==> src/rtl/pv_mac_scheduler.sv <==
// PV+ leaky integrator for N_COL cortical columns, time-multiplexed onto one shared MAC.
// Optional build macro PV_RECTIFY_EN rectifies the snapshotted inputs (|x|, saturating).
module pv_mac_scheduler #(
    parameter int WIDTH = 18,
    parameter int FRAC  = 14,
    parameter int N_COL = 4,
    parameter int ALPHA = 819,
    parameter int GAIN  = 8192
) (
    input  logic                     clk,
    input  logic                     rst,
    input  logic                     clk_en,
    input  logic                     enable,
    input  logic                     clr_overrun,
    input  logic [N_COL*WIDTH-1:0]   l23_x_flat,
    output logic [N_COL*WIDTH-1:0]   pv_state_flat,
    output logic [N_COL*WIDTH-1:0]   pv_inhib_flat,
    output logic                     busy,
    output logic                     done,
    output logic                     overrun
);

    localparam int IDX_W = (N_COL > 1) ? $clog2(N_COL) : 1;
    localparam int PW    = 2 * WIDTH + 1;

    localparam logic signed [PW-1:0] L_SAT_HI = {{(WIDTH + 2){1'b0}}, {(WIDTH - 1){1'b1}}};
    localparam logic signed [PW-1:0] L_SAT_LO = -L_SAT_HI;
    localparam logic signed [PW-1:0] L_ALPHA  = PW'(ALPHA);
    localparam logic signed [PW-1:0] L_GAIN   = PW'(GAIN);

`ifdef PV_RECTIFY_EN
    localparam logic signed [WIDTH-1:0] L_X_MAX = {1'b0, {(WIDTH - 1){1'b1}}};
    localparam logic signed [WIDTH-1:0] L_X_MIN = {1'b1, {(WIDTH - 1){1'b0}}};
`endif

    typedef enum logic [1:0] {StIdle, StCalc, StWrite, StCommit} state_e;

    state_e                  r_state;
    logic [IDX_W-1:0]        r_idx;
    logic signed [WIDTH-1:0] r_x [N_COL];
    logic signed [WIDTH-1:0] r_s [N_COL];
    logic signed [WIDTH-1:0] r_h [N_COL];
    logic signed [WIDTH-1:0] r_d;
    logic [N_COL*WIDTH-1:0]  r_state_flat;
    logic [N_COL*WIDTH-1:0]  r_inhib_flat;
    logic                    r_busy;
    logic                    r_done;
    logic                    r_overrun;

    logic signed [WIDTH-1:0] w_x_cur;
    logic signed [WIDTH-1:0] w_s_cur;
    logic signed [PW-1:0]    w_mac;
    logic signed [WIDTH-1:0] w_d;
    logic signed [WIDTH-1:0] w_s_new;
    logic signed [WIDTH-1:0] w_h_new;

    function automatic logic signed [PW-1:0] f_ext(input logic signed [WIDTH-1:0] v);
        return {{(WIDTH + 1){v[WIDTH-1]}}, v};
    endfunction

    // Symmetric clamp to +/-(2^(WIDTH-1)-1); the most negative code is never produced.
    function automatic logic signed [WIDTH-1:0] f_sat(input logic signed [PW-1:0] v);
        if (v > L_SAT_HI) begin
            return L_SAT_HI[WIDTH-1:0];
        end else if (v < L_SAT_LO) begin
            return L_SAT_LO[WIDTH-1:0];
        end
        return v[WIDTH-1:0];
    endfunction

    function automatic logic signed [WIDTH-1:0] f_snap(input logic signed [WIDTH-1:0] v);
`ifdef PV_RECTIFY_EN
        if (!v[WIDTH-1]) begin
            return v;
        end else if (v == L_X_MIN) begin
            return L_X_MAX;
        end
        return -v;
`else
        return v;
`endif
    endfunction

    assign w_x_cur = r_x[r_idx];
    assign w_s_cur = r_s[r_idx];
    // Difference is exact in WIDTH+1 bits; the wider product width keeps it lossless.
    assign w_mac   = (f_ext(w_x_cur) - f_ext(w_s_cur)) * L_ALPHA;
    assign w_d     = f_sat(w_mac >>> FRAC);
    assign w_s_new = f_sat(f_ext(w_s_cur) + f_ext(r_d));
    assign w_h_new = f_sat((f_ext(w_s_new) * L_GAIN) >>> FRAC);

    always_ff @(posedge clk) begin
        if (rst) begin
            r_state      <= StIdle;
            r_idx        <= '0;
            r_d          <= '0;
            r_state_flat <= '0;
            r_inhib_flat <= '0;
            r_busy       <= 1'b0;
            r_done       <= 1'b0;
            r_overrun    <= 1'b0;
            for (int i = 0; i < N_COL; i++) begin
                r_x[i] <= '0;
                r_s[i] <= '0;
                r_h[i] <= '0;
            end
        end else begin
            r_done <= 1'b0;
            if (r_busy && clk_en && enable) begin
                r_overrun <= 1'b1;
            end else if (clr_overrun) begin
                r_overrun <= 1'b0;
            end

            unique case (r_state)
                StIdle: begin
                    if (clk_en && enable) begin
                        for (int i = 0; i < N_COL; i++) begin
                            r_x[i] <= f_snap(l23_x_flat[i*WIDTH +: WIDTH]);
                        end
                        r_idx   <= '0;
                        r_busy  <= 1'b1;
                        r_state <= StCalc;
                    end
                end
                StCalc: begin
                    r_d     <= w_d;
                    r_state <= StWrite;
                end
                StWrite: begin
                    r_s[r_idx] <= w_s_new;
                    r_h[r_idx] <= w_h_new;
                    if (r_idx == IDX_W'(N_COL - 1)) begin
                        // Publish on entry so new outputs and done are both visible in COMMIT.
                        for (int j = 0; j < N_COL; j++) begin
                            r_state_flat[j*WIDTH +: WIDTH] <=
                                (IDX_W'(j) == r_idx) ? w_s_new : r_s[j];
                            r_inhib_flat[j*WIDTH +: WIDTH] <=
                                (IDX_W'(j) == r_idx) ? w_h_new : r_h[j];
                        end
                        r_done  <= 1'b1;
                        r_state <= StCommit;
                    end else begin
                        r_idx   <= r_idx + 1'b1;
                        r_state <= StCalc;
                    end
                end
                StCommit: begin
                    r_busy  <= 1'b0;
                    r_state <= StIdle;
                end
                default: r_state <= StIdle;
            endcase
        end
    end

    assign pv_state_flat = r_state_flat;
    assign pv_inhib_flat = r_inhib_flat;
    assign busy          = r_busy;
    assign done          = r_done;
    assign overrun       = r_overrun;

endmodule

==> config.mk <==
export PLATFORM = sky130hd
export DESIGN_NAME = pv_mac_scheduler
export DESIGN_NICKNAME = d
export VERILOG_FILES = /design/src/rtl/pv_mac_scheduler.sv
export SDC_FILE = /design/constraint.sdc
export NUM_CORES = 1
export LEC_CHECK = 0
export CELL_PAD_IN_SITES_DETAIL_PLACEMENT = 1
export CELL_PAD_IN_SITES_GLOBAL_PLACEMENT = 1
export CORE_MARGIN = 2
export CORE_UTILIZATION = 47
export DETAILED_ROUTE_END_ITERATION = 6
export PLACE_DENSITY_LB_ADDON = 0.08
export SLEW_MARGIN = 30
export SYNTH_ARGS = -nofsm -noshare
export SYNTH_HDL_FRONTEND = slang
export SYNTH_SLANG_ARGS = --single-unit
==> constraint.sdc <==
create_clock -name clk -period 17.9 [get_ports clk]
set_clock_uncertainty 0.1 [all_clocks]
set_input_delay 3.58 -clock clk [delete_from_list [all_inputs] [get_ports clk]]
set_output_delay 3.58 -clock clk [all_outputs]
set_load 0.01 [all_outputs]
# Word level (Yosys, flattened, before mapping)
# Memory sizes are Yosys's and may differ from the RTL's. A register that Yosys moved wholly into a read port is not among the register bits.
# Cells that the tools add are included.
totals:
  ff_bits: 25
  ram_bits: 216
  in_bits: 77
  out_inout_bits: 147
  elab_cells: 92
  memories: 3
memory_table:
  columns: ["memory", "depth", "width", "read_ports", "rd_ports_with_merged_regs", "write_ports", "line", "text"]
  rows:
  - ["r_h", 4, 18, 4, 4, 4, "42", "logic signed [WIDTH-1:0] r_h [N_COL];"]
  - ["r_s", 4, 18, 5, 5, 4, "41", "logic signed [WIDTH-1:0] r_s [N_COL];"]
  - ["r_x", 4, 18, 1, 1, 4, "40", "logic signed [WIDTH-1:0] r_x [N_COL];"]
classes:
  add_sub_neg: 3
  n_mul: 1
  magnitude_cmp: 6
  n_eq_ne: 6
  mux: 49
  bitwise_logic: 5
  reduce_logical: 13
ops:
  columns: ["op", "n"]
  rows:
  - ["18-bit two-way mux", 15]
  - ["18-bit OR reduction", 2]
  - ["19-bit by 11-bit multiplier with 30-bit output, second input constant", 1]
  - ["1-bit two-way mux", 21]
  - ["2-bit two-way mux", 10]
  - ["18-bit by 18-bit adder with 19-bit output", 1]
  - ["19-bit by 18-bit > comparator with 1-bit output, second input constant", 1]
  - ["19-bit by 18-bit < comparator with 1-bit output, second input constant", 1]
  - ["18-bit by 18-bit subtractor with 19-bit output", 1]
  - ["16-bit by 18-bit > comparator with 1-bit output, second input constant", 1]
  - ["17-bit by 18-bit > comparator with 1-bit output, second input constant", 1]
  - ["16-bit by 18-bit < comparator with 1-bit output, second input constant", 1]
  - ["17-bit by 18-bit < comparator with 1-bit output, second input constant", 1]
  - ["2-bit case mux with 4 select lines", 1]
  - ["2-bit equality test, second input constant", 3]
  - ["2-bit nonzero test", 3]
  - ["2-bit inequality test, second input constant", 2]
  - ["1-bit OR", 4]
  - ["2-bit case mux with 2 select lines", 1]
  - ["2-bit AND reduction", 2]
  - ["1-bit logical AND", 3]
  - ["3-bit AND reduction", 1]
  - ["2-bit by 1-bit adder with 2-bit output, second input constant", 1]
  - ["2-bit by 1-bit equality test with 1-bit output, second input constant", 1]
  - ["other kinds (4)", 4]

# Longest topological paths before layout
# Gate-level depths: netlist of run 1.
logic_depth:
  word_depth: 10
  depth_mapped: 33
  ltp_nobuf: 31

# Worst setup path after synthesis of run 1
# OpenSTA, ideal clock, no wires.
synth_timing:
  path_kind: "register to register"
  start: "register with a tool-made name"
  end: "register r_d[14]"
  setup_ps: 117
  arrival_time_ps: 7929
  t_required_ps: 17683
  slack_ps: 9753
  path_stages_with_launch: 31
  path_cell_list: "dfxtp_1 > clkbuf_1 > buf_1 > mux4_2 > inv_1 > ha_1 > inv_1 > fa_1 > a21oi_1 > o2111ai_1 > a31oi_1 > nor2_1 > nor2_1 > xnor2_1 > ha_1 > inv_1 > fa_1 > fa_1 > fa_1 > fa_1 > inv_1 > ha_1 > a21o_1 > a21oi_1 > o21bai_1 > a211oi_1 > o21ai_0 > a2111oi_0 > o21bai_1 > mux2i_1 > nand2_1"
synth_lines:
  columns: ["item", "line", "text"]
  rows:
  - ["end signal: assignment", "127", "r_d <= w_d;"]
  - ["end: declaration", "43", "logic signed [WIDTH-1:0] r_d;"]

==> results_dict.tcl, run 1 <==
set metrics [dict create \
    postRouteAntennaNets 0 \
    grt_pass1_wl_mm 87.4 \
    h-tree-depth 2 \
    clk_path_buf_depth 3 \
    r2r_end "r_d[13]$_SDFFE_PP0N_" \
    crit_fanout 19 \
    max_stage_delay_ns 0.94 \
    layout_min_cycle_time_ns 8.85 \
    pin_count 224 \
    yosysUniqueCellTypes 69 \
    crit_path_end_kind "flip-flop" \
    diodes 0 \
    cts_resized 0 \
    yosysWarnings 0 \
    syn_nets 2025 \
    avgSynthCellArea_sq_um 10.2 \
    fillers 4103 \
    timing.hold.ws_ns 0.359 \
    dieArea_sq_mm 0.0401 \
    area_growth_pct 20.3 \
    syn_area_sq_mm 0.0181 \
    totalWireLength_mm 57.2 \
    cts.sinks 322 \
    fp.dieW_um 200 \
    utilization 0.576 \
    max-cap-violations 0 \
    die_h_um 200 \
    port_buffers 223 \
    layout_commonest_cell "nand2_1" \
    synth-edff-count 184 \
    dr.pass1.iters 5 \
    nNetsFinal 2186 \
    grt_max_degree 73 \
    worstSetupPathType "reg2reg" \
    dr_total_vias 14011 \
    grt.overflow.total 0 \
    min_to "pv_inhib_flat[10]$_SDFFE_PP0P_" \
    synth-async-reset-ratio 0 \
    r2r.worst_path.cells 28 \
    worstPathArrival_ns 9.23 \
    hold_start "pv_inhib_flat[10]$_SDFFE_PP0P_" \
    cp_common_cell "fa_1" \
    final_cell_mix "nand2_1, clkdlybuf4s50_1, edfxtp_1, inv_1, a21oi_1" \
    drtIter0Drc 1208 \
    rrSetupSlack_ns 9.05 \
    final-setup-viol-count 0 \
    avgRoutedWirePerCell_um 23.1 \
    worstSetupStartpointType "flip-flop" \
    slew_headroom 0.354 \
    status "finished, final reports clean" \
    grt_pass1_vias 14804 \
    insertion_delay_ns 0.58 \
    cts_buffers 36 \
    crit_required_ns 18.28 \
    worstMarginPinSlew_ns 0.963 \
    hold_path_depth 2 \
    drive_above_1_share 0.0681 \
    clk_pin_slew_ns 0.06 \
    cts_tree "done" \
    yosysSeqAreaShare 0.458 \
    hold_viol_final 0 \
    hold_class "reg2reg" \
    postCtsHoldBufs 0 \
    fin_tns_setup_ns 0 \
    synthFlopType "edfxtp_1" \
    fmax_mhz 113 \
    rows 71 \
    grtUsageTotal 0.283 \
    rsz0062_at_grt "false" \
    hpwl_mm 42.7 \
    slew_violations 0 \
    cts_root_buf "clkbuf_16" \
    via_per_inst 5.65 \
    syn-instance-count 1779 \
    antenna_found_initial 1 \
    slowest_stage "dfxtp_1" \
    drc_errors 0 \
    ys_ff_latch 322 \
    period_share 0.494 \
    coreArea_sq_mm 0.0378 \
    cts_setup_buffers 0 \
    gp_congestion 0.916 \
    start_util 0.479 \
]
## metrics by stage
| step | cells | setup slack (ns) | area [sq um] |
|---|---|---|---|
| 6_report | 2479 | 9.05 | 21800 |
| 5_1_grt | 2479 | 8.39 | 21800 |
| 3_5_place_dp | 2413 | 9.11 | 20500 |
| 4_1_cts | 2479 | 9.05 | 21800 |
| 3_3_place_gp | 2413 | 9.41 | 20500 |
| 2_1_floorplan | 1779 | 9.75 | 18100 |
## synthesized netlist by cell type (5+ instances only)
master	number	share of area
o21ai_0	23	0.0064
buf_4	32	0.013
a2111oi_0	7	0.0034
fa_1	61	0.068
mux4_2	36	0.045
or3_1	8	0.0028
o21a_1	5	0.0021
ha_1	108	0.075
nand2b_1	9	0.0031
o22ai_1	11	0.0038
nand4_1	6	0.0021
a22oi_1	13	0.0054
or2_2	6	0.0021
nor2_1	149	0.031
a31oi_1	12	0.0042
nand2_1	233	0.048
and3_1	8	0.0028
clkbuf_1	73	0.015
buf_2	6	0.0017
o21ai_1	8	0.0022
inv_1	176	0.037
nor3_1	17	0.0047
xor2_1	21	0.010
buf_1	5	0.0010
and2_1	86	0.030
xnor2_1	41	0.020
a211oi_1	22	0.0091
a21oi_1	159	0.044
dfxtp_1	138	0.15
o211ai_1	10	0.0042
edfxtp_1	184	0.31
a21o_1	15	0.0062
o21bai_1	7	0.0029
nor2b_1	5	0.0017
nand3_1	23	0.0064
o2111ai_1	5	0.0024
## logic make-up (layout without fill, tap and decap cells)
group           Yosys count  count (layout)  synth area share
simple gates            563             563             0.140
fa+ha+maj               172             172             0.144
xor+xnor                 62              62            0.0300
compound gates          327             327             0.113
flops                   322             322             0.458
mux                      39              39            0.0466
buf+inv                 294             483            0.0685
## cell type report
cell class | count | area (sq um) | area share
multi-input combinational | 1163 | 8580 | 0.394
sequential | 322 | 8290 | 0.381
timing repair buffer | 240 | 2360 | 0.108
clock buffer | 52 | 1040 | 0.0479
inverter | 177 | 664 | 0.0305
tap | 511 | 639 | 0.0294
clock inverter | 14 | 188 | 0.00862
## worst max-delay path by stage
| stage | slack (ns) | startpoint | endpoint | depth (start not counted) |
|---|---|---|---|---|
| 3_3_place_gp | 9.41 | flip-flop | r_d[13]$_SDFFE_PP0N_ | 28 |
| 5_1_grt | 8.39 | flip-flop | r_d[14]$_SDFFE_PP0N_ | 28 |
| 4_1_cts | 9.05 | flip-flop | r_d[13]$_SDFFE_PP0N_ | 28 |
| 6_report | 9.05 | flip-flop | r_d[13]$_SDFFE_PP0N_ | 28 |
| 3_5_place_dp | 9.11 | flip-flop | r_d[13]$_SDFFE_PP0N_ | 28 |
| 2_1_floorplan | 9.75 | flip-flop | r_d[14]$_SDFFE_PP0N_ | 30 |
## registers in the layout, summed over array words and instances (netlist names), 2 cells and up, named ones only
name           count
r_s               50
pv_inhib_flat     59
r_idx              2
r_h               62
pv_state_flat     53
r_d               17
r_x               72
r_state            2
## critical path: cells and delay by family, from the launching register on
| kind | cells | cell delay, ns |
|---|---|---|
| AOI/OAI and AO/OA | 10 | 2.72 |
| xor gates and xnor gates | 2 | 0.48 |
| adders and majority gates | 8 | 3.25 |
| buffers and inverters | 4 | 0.64 |
| DFF | 1 | 0.94 |
| muxes | 1 | 0.31 |
| and+or+nand+nor | 3 | 0.32 |
## metal layers
| metal | track usage | routed length (um) |
|---|---|---|
| met5 | 0 | 13 |
| met4 | 0.0514 | 754 |
| met3 | 0.0444 | 3460 |
| met2 | 0.472 | 27300 |
| met1 | 0.395 | 25700 |
Power of run 1 is left out: the tool's default activity adds up to more than one toggle a clock period on the data nets, which glitch-free logic cannot reach.
==> inputs of run 2 (changes only) <==
- CORE_UTILIZATION: 47 -> 44
- clock period: 17.9 -> 8.6 ns (I/O delays scaled with it)
==> results_dict.tcl, run 2 (synthesis gave the netlist of run 1 again) <==
set metrics [dict create \
    layout_min_cycle_time_ns 7.93 \
    cp_common_cell "fa_1" \
    period_share 0.922 \
    postRouteAntennaNets 0 \
    drc_errors 0 \
    die_h_um 207 \
    worstPathArrival_ns 8.29 \
    fillers 4502 \
    cp_num_buf_inv 3 \
    largest_register_ffs 72 \
    drive_above_1_share 0.0739 \
    cts_root_buf "clkbuf_16" \
    grt.overflow.total 0 \
    clk_path_buf_depth 3 \
    cts_setup_buffers 0 \
    status "finished, final reports clean" \
    place_inst 2441 \
    dr.pass1.iters 5 \
    cts_tree "done" \
    top_register "r_x" \
    layout_commonest_cell "nand2_1" \
    hpwl_mm 43.4 \
    crit_required_ns 8.96 \
    slew_violations 0 \
    area_growth_pct 20.8 \
    fin_tns_setup_ns 0 \
    grtUsageTotal 0.266 \
    avgRoutedWirePerCell_um 22.5 \
    rows 74 \
    dr_total_vias 13705 \
    cts.sinks 322 \
    crit_cells 27 \
    insertion_delay_ns 0.56 \
    grt_max_degree 77 \
    hold_path_depth 2 \
    totalWireLength_mm 56.5 \
    hold_viol_final 0 \
    crit_fanout 15 \
    worstSetupPathType "reg2reg" \
    cts_buffers 37 \
    pre_cts_ws_ns 0.135 \
    slowest_stage "mux4_2" \
    drtIter0Drc 859 \
    grt_pass1_vias 14144 \
    via_per_inst 5.46 \
    gp_congestion 0.907 \
    fin_cells 2508 \
    clk_pin_slew_ns 0.06 \
    start_util 0.444 \
    fmax_mhz 126 \
    critPathTopFamily "compound AO/OA/AOI/OAI gates" \
    utilization 0.536 \
    rsz0062_at_grt "false" \
    hold_class "reg2reg" \
    postCtsHoldBufs 0 \
    worstMarginPinSlew_ns 0.952 \
    coreArea_sq_mm 0.0407 \
    slew_headroom 0.360 \
    antenna_found_initial 0 \
    fin_ws_ns 0.670 \
    port_buffers 223 \
    max-cap-violations 0 \
    diodes 0 \
    dieArea_sq_mm 0.0427 \
    nNetsFinal 2194 \
    grt_pass1_wl_mm 84.6 \
    fp.dieW_um 207 \
    worstSetupStartpointType "flip-flop" \
    h-tree-depth 2 \
    max_stage_delay_ns 0.57 \
    final-setup-viol-count 0 \
    r2r.worst_path.cells 27 \
    crit_path_end_kind "flip-flop" \
    final_cell_mix "nand2_1, clkdlybuf4s50_1, edfxtp_1, inv_1, a21oi_1" \
    pin_count 224 \
]
[run 2: cell type report]
type / instances / area (sq um) / share of cell area
Inverter: 177 / 664 / 0.0304
Sequential cell: 322 / 8290 / 0.380
Timing Repair Buffer: 247 / 2420 / 0.111
Tap cell: 532 / 666 / 0.0305
Clock inverter: 17 / 153 / 0.00699
Multi-Input combinational cell: 1163 / 8610 / 0.394
Clock buffer: 50 / 1040 / 0.0474
[run 2: final timing paths]
path	end	slack (ns)	startpoint
hold / removal	pv_inhib_flat[28]$_SDFFE_PP0P_	0.36	pv_inhib_flat[28]$_SDFFE_PP0P_
setup / recovery	r_d[16]$_SDFFE_PP0N_	0.67	flip-flop
hold reg to reg	pv_inhib_flat[28]$_SDFFE_PP0P_	0.36	pv_inhib_flat[28]$_SDFFE_PP0P_
setup reg to reg	r_d[16]$_SDFFE_PP0N_	0.67	flip-flop
[run 2: timing repair]
item | CTS | global route
gates resized for setup | 1 | 5
pin swaps | 0 | 0
endpoints found under the setup margin | 1 | 7
[run 2: stage by stage]
step,instance area [sq um],hold slack [ns]
6_report,21800,0.356
2_1_floorplan,18100,0.336
5_1_grt,21800,0.371
3_5_place_dp,20600,0.350
3_3_place_gp,20600,0.345
4_1_cts,21800,0.360
[run 2: worst register-to-register path, stage by stage (launching register included)]
cell       delay, ns
dfxtp_4         0.48
buf_12          0.22
mux4_2          0.58
fa_1            0.45
a21oi_1         0.30
o2111ai_1       0.22
a31oi_2         0.30
nor2_1          0.08
nor2_1          0.22
o21bai_1        0.10
a21oi_1         0.18
xnor2_1         0.25
inv_1           0.17
fa_1            0.46
fa_1            0.52
fa_1            0.44
fa_1            0.51
inv_1           0.04
ha_1            0.37
a21o_1          0.19
a21oi_1         0.17
o21bai_1        0.09
a211oi_1        0.22
o21ai_0         0.25
a211oi_1        0.37
a21oi_1         0.13
xor2_1          0.18
a211oi_1        0.25
[run 2: layer usage]
layer | track usage | wire (um) | vias to the layer above | part of all wire
met5 | 0 | 0 | - | 0
met1 | 0.369 | 25800 | 6902 | 0.46
met3 | 0.0482 | 2990 | 79 | 0.053
met2 | 0.424 | 26200 | 329 | 0.46
li1 | - | - | 6395 | -
met4 | 0.0861 | 1560 | 0 | 0.028
Power of run 2 is left out for the same reason.
==> inputs of run 3 (changes only) <==
- GPL_ROUTABILITY_DRIVEN: default -> 0
==> results_dict.tcl, run 3 (synthesis gave the netlist of run 1 again) <==
set metrics [dict create \
    max-cap-violations 0 \
    drc_errors 0 \
    rows 74 \
    clk_pin_slew_ns 0.06 \
    nNetsFinal 2196 \
    cts_buffers 36 \
    crit_required_ns 8.95 \
    timing.hold.ws_ns 0.354 \
    cts.sinks 322 \
    start_util 0.444 \
    port_buffers 223 \
    crit_path_end_kind "flip-flop" \
    worstSetupPathType "reg2reg" \
    slowest_stage "mux4_2" \
    insertion_delay_ns 0.56 \
    grtUsageMet3 0.0342 \
    cts_setup_buffers 0 \
    clk_path_buf_depth 3 \
    multiInputGateArea_sq_mm 0.00861 \
    drive_above_1_share 0.0728 \
    worstPathArrival_ns 8.37 \
    fmax_mhz 125 \
    slew_headroom 0.400 \
    grt_max_degree 83 \
    fp.dieW_um 207 \
    hpwl_mm 42.6 \
    dieArea_sq_mm 0.0427 \
    pin_count 224 \
    grtUsageTotal 0.265 \
    grt_pass1_vias 14276 \
    drtIter0Drc 855 \
    worstMarginPinSlew_ns 0.900 \
    fin_tns_setup_ns 0 \
    hold_class "reg2reg" \
    postRouteAntennaNets 0 \
    top_register "r_x" \
    dr_total_vias 13847 \
    fin_ws_ns 0.577 \
    die_h_um 207 \
    hold_viol_final 0 \
    h-tree-depth 2 \
    postCtsHoldBufs 0 \
    layout_commonest_cell "nand2_1" \
    period_share 0.933 \
    gr-max-usage-layer "met2" \
    utilization 0.536 \
    grt_use_met2 0.423 \
    largest_register_ffs 72 \
    pre_cts_ws_ns 0.244 \
    cts_root_buf "clkbuf_16" \
    grt_pass1_wl_mm 85.4 \
    cp_common_cell "fa_1" \
    dr.pass1.iters 4 \
    final-setup-viol-count 0 \
    slew_violations 0 \
    coreArea_sq_mm 0.0407 \
    antenna_found_initial 0 \
    totalWireLength_mm 56.3 \
    cts_tree "done" \
    grt.overflow.total 0 \
    max_stage_delay_ns 0.56 \
    via_per_inst 5.52 \
    crit_fanout 15 \
    area_growth_pct 20.7 \
    fillers 4479 \
    met1_usage 0.383 \
    layout_min_cycle_time_ns 8.02 \
    avgRoutedWirePerCell_um 22.4 \
    worstSetupStartpointType "flip-flop" \
    diodes 0 \
    final_cell_mix "nand2_1, clkdlybuf4s50_1, edfxtp_1, inv_1, a21oi_1" \
    rsz0062_at_grt "false" \
    regArea_sq_mm 0.00829 \
    cts_resized 0 \
    status "finished, final reports clean" \
]
==> run 3: changes by cell type in the layout (fill, tap and decap cells not counted), sizes merged <==
cell / change
buf: +3
clkbuf: -5
clkinv: +7
clkinvlp: -2
inv: -1
==> run 3: cell type report <==
type,count,area share
Sequential cell,322,0.380
Timing Repair Buffer,250,0.113
Clock inverter,21,0.00728
Multi-Input combinational cell,1163,0.395
Inverter,177,0.0304
Clock buffer,45,0.0443
Tap cell,532,0.0305
==> run 3: routing by layer <==
metal | vias up | routed length, um
met4 | 0 | 1100
met3 | 56 | 2650
li1 | 6406 | -
met1 | 7056 | 26000
met5 | - | 0
met2 | 329 | 26600
==> run 3: worst paths after layout <==
kind                                  start                              to  cells after the start  slack (ns)
max reg2reg                       flip-flop            r_d[16]$_SDFFE_PP0N_                     26        0.58
min          pv_inhib_flat[15]$_SDFFE_PP0P_  pv_inhib_flat[15]$_SDFFE_PP0P_                      2        0.35
min reg2reg  pv_inhib_flat[15]$_SDFFE_PP0P_  pv_inhib_flat[15]$_SDFFE_PP0P_                      2        0.35
max                               flip-flop            r_d[16]$_SDFFE_PP0N_                     26        0.58
==> run 3: metrics by stage <==
| stage | std cells | cell area, sq um |
|---|---|---|
| 2_1_floorplan | 1779 | 18100 |
| 3_3_place_gp | 2443 | 20600 |
| 3_5_place_dp | 2443 | 20600 |
| 4_1_cts | 2509 | 21800 |
| 5_1_grt | 2510 | 21800 |
| 6_report | 2510 | 21800 |
==> run 3: worst max-delay path, delay by kind of cell (launching register included) <==
family / cells / cell delay (ns)
buffers and inverters: 3 / 0.36
adder cells (fa/ha/maj): 7 / 3.08
AO/OA/AOI/OAI: 11 / 2.57
flip-flops: 1 / 0.47
multiplexers: 1 / 0.56
AND/OR/NAND/NOR: 2 / 0.25
XOR/XNOR: 2 / 0.49
Power of run 3 is left out for the same reason.
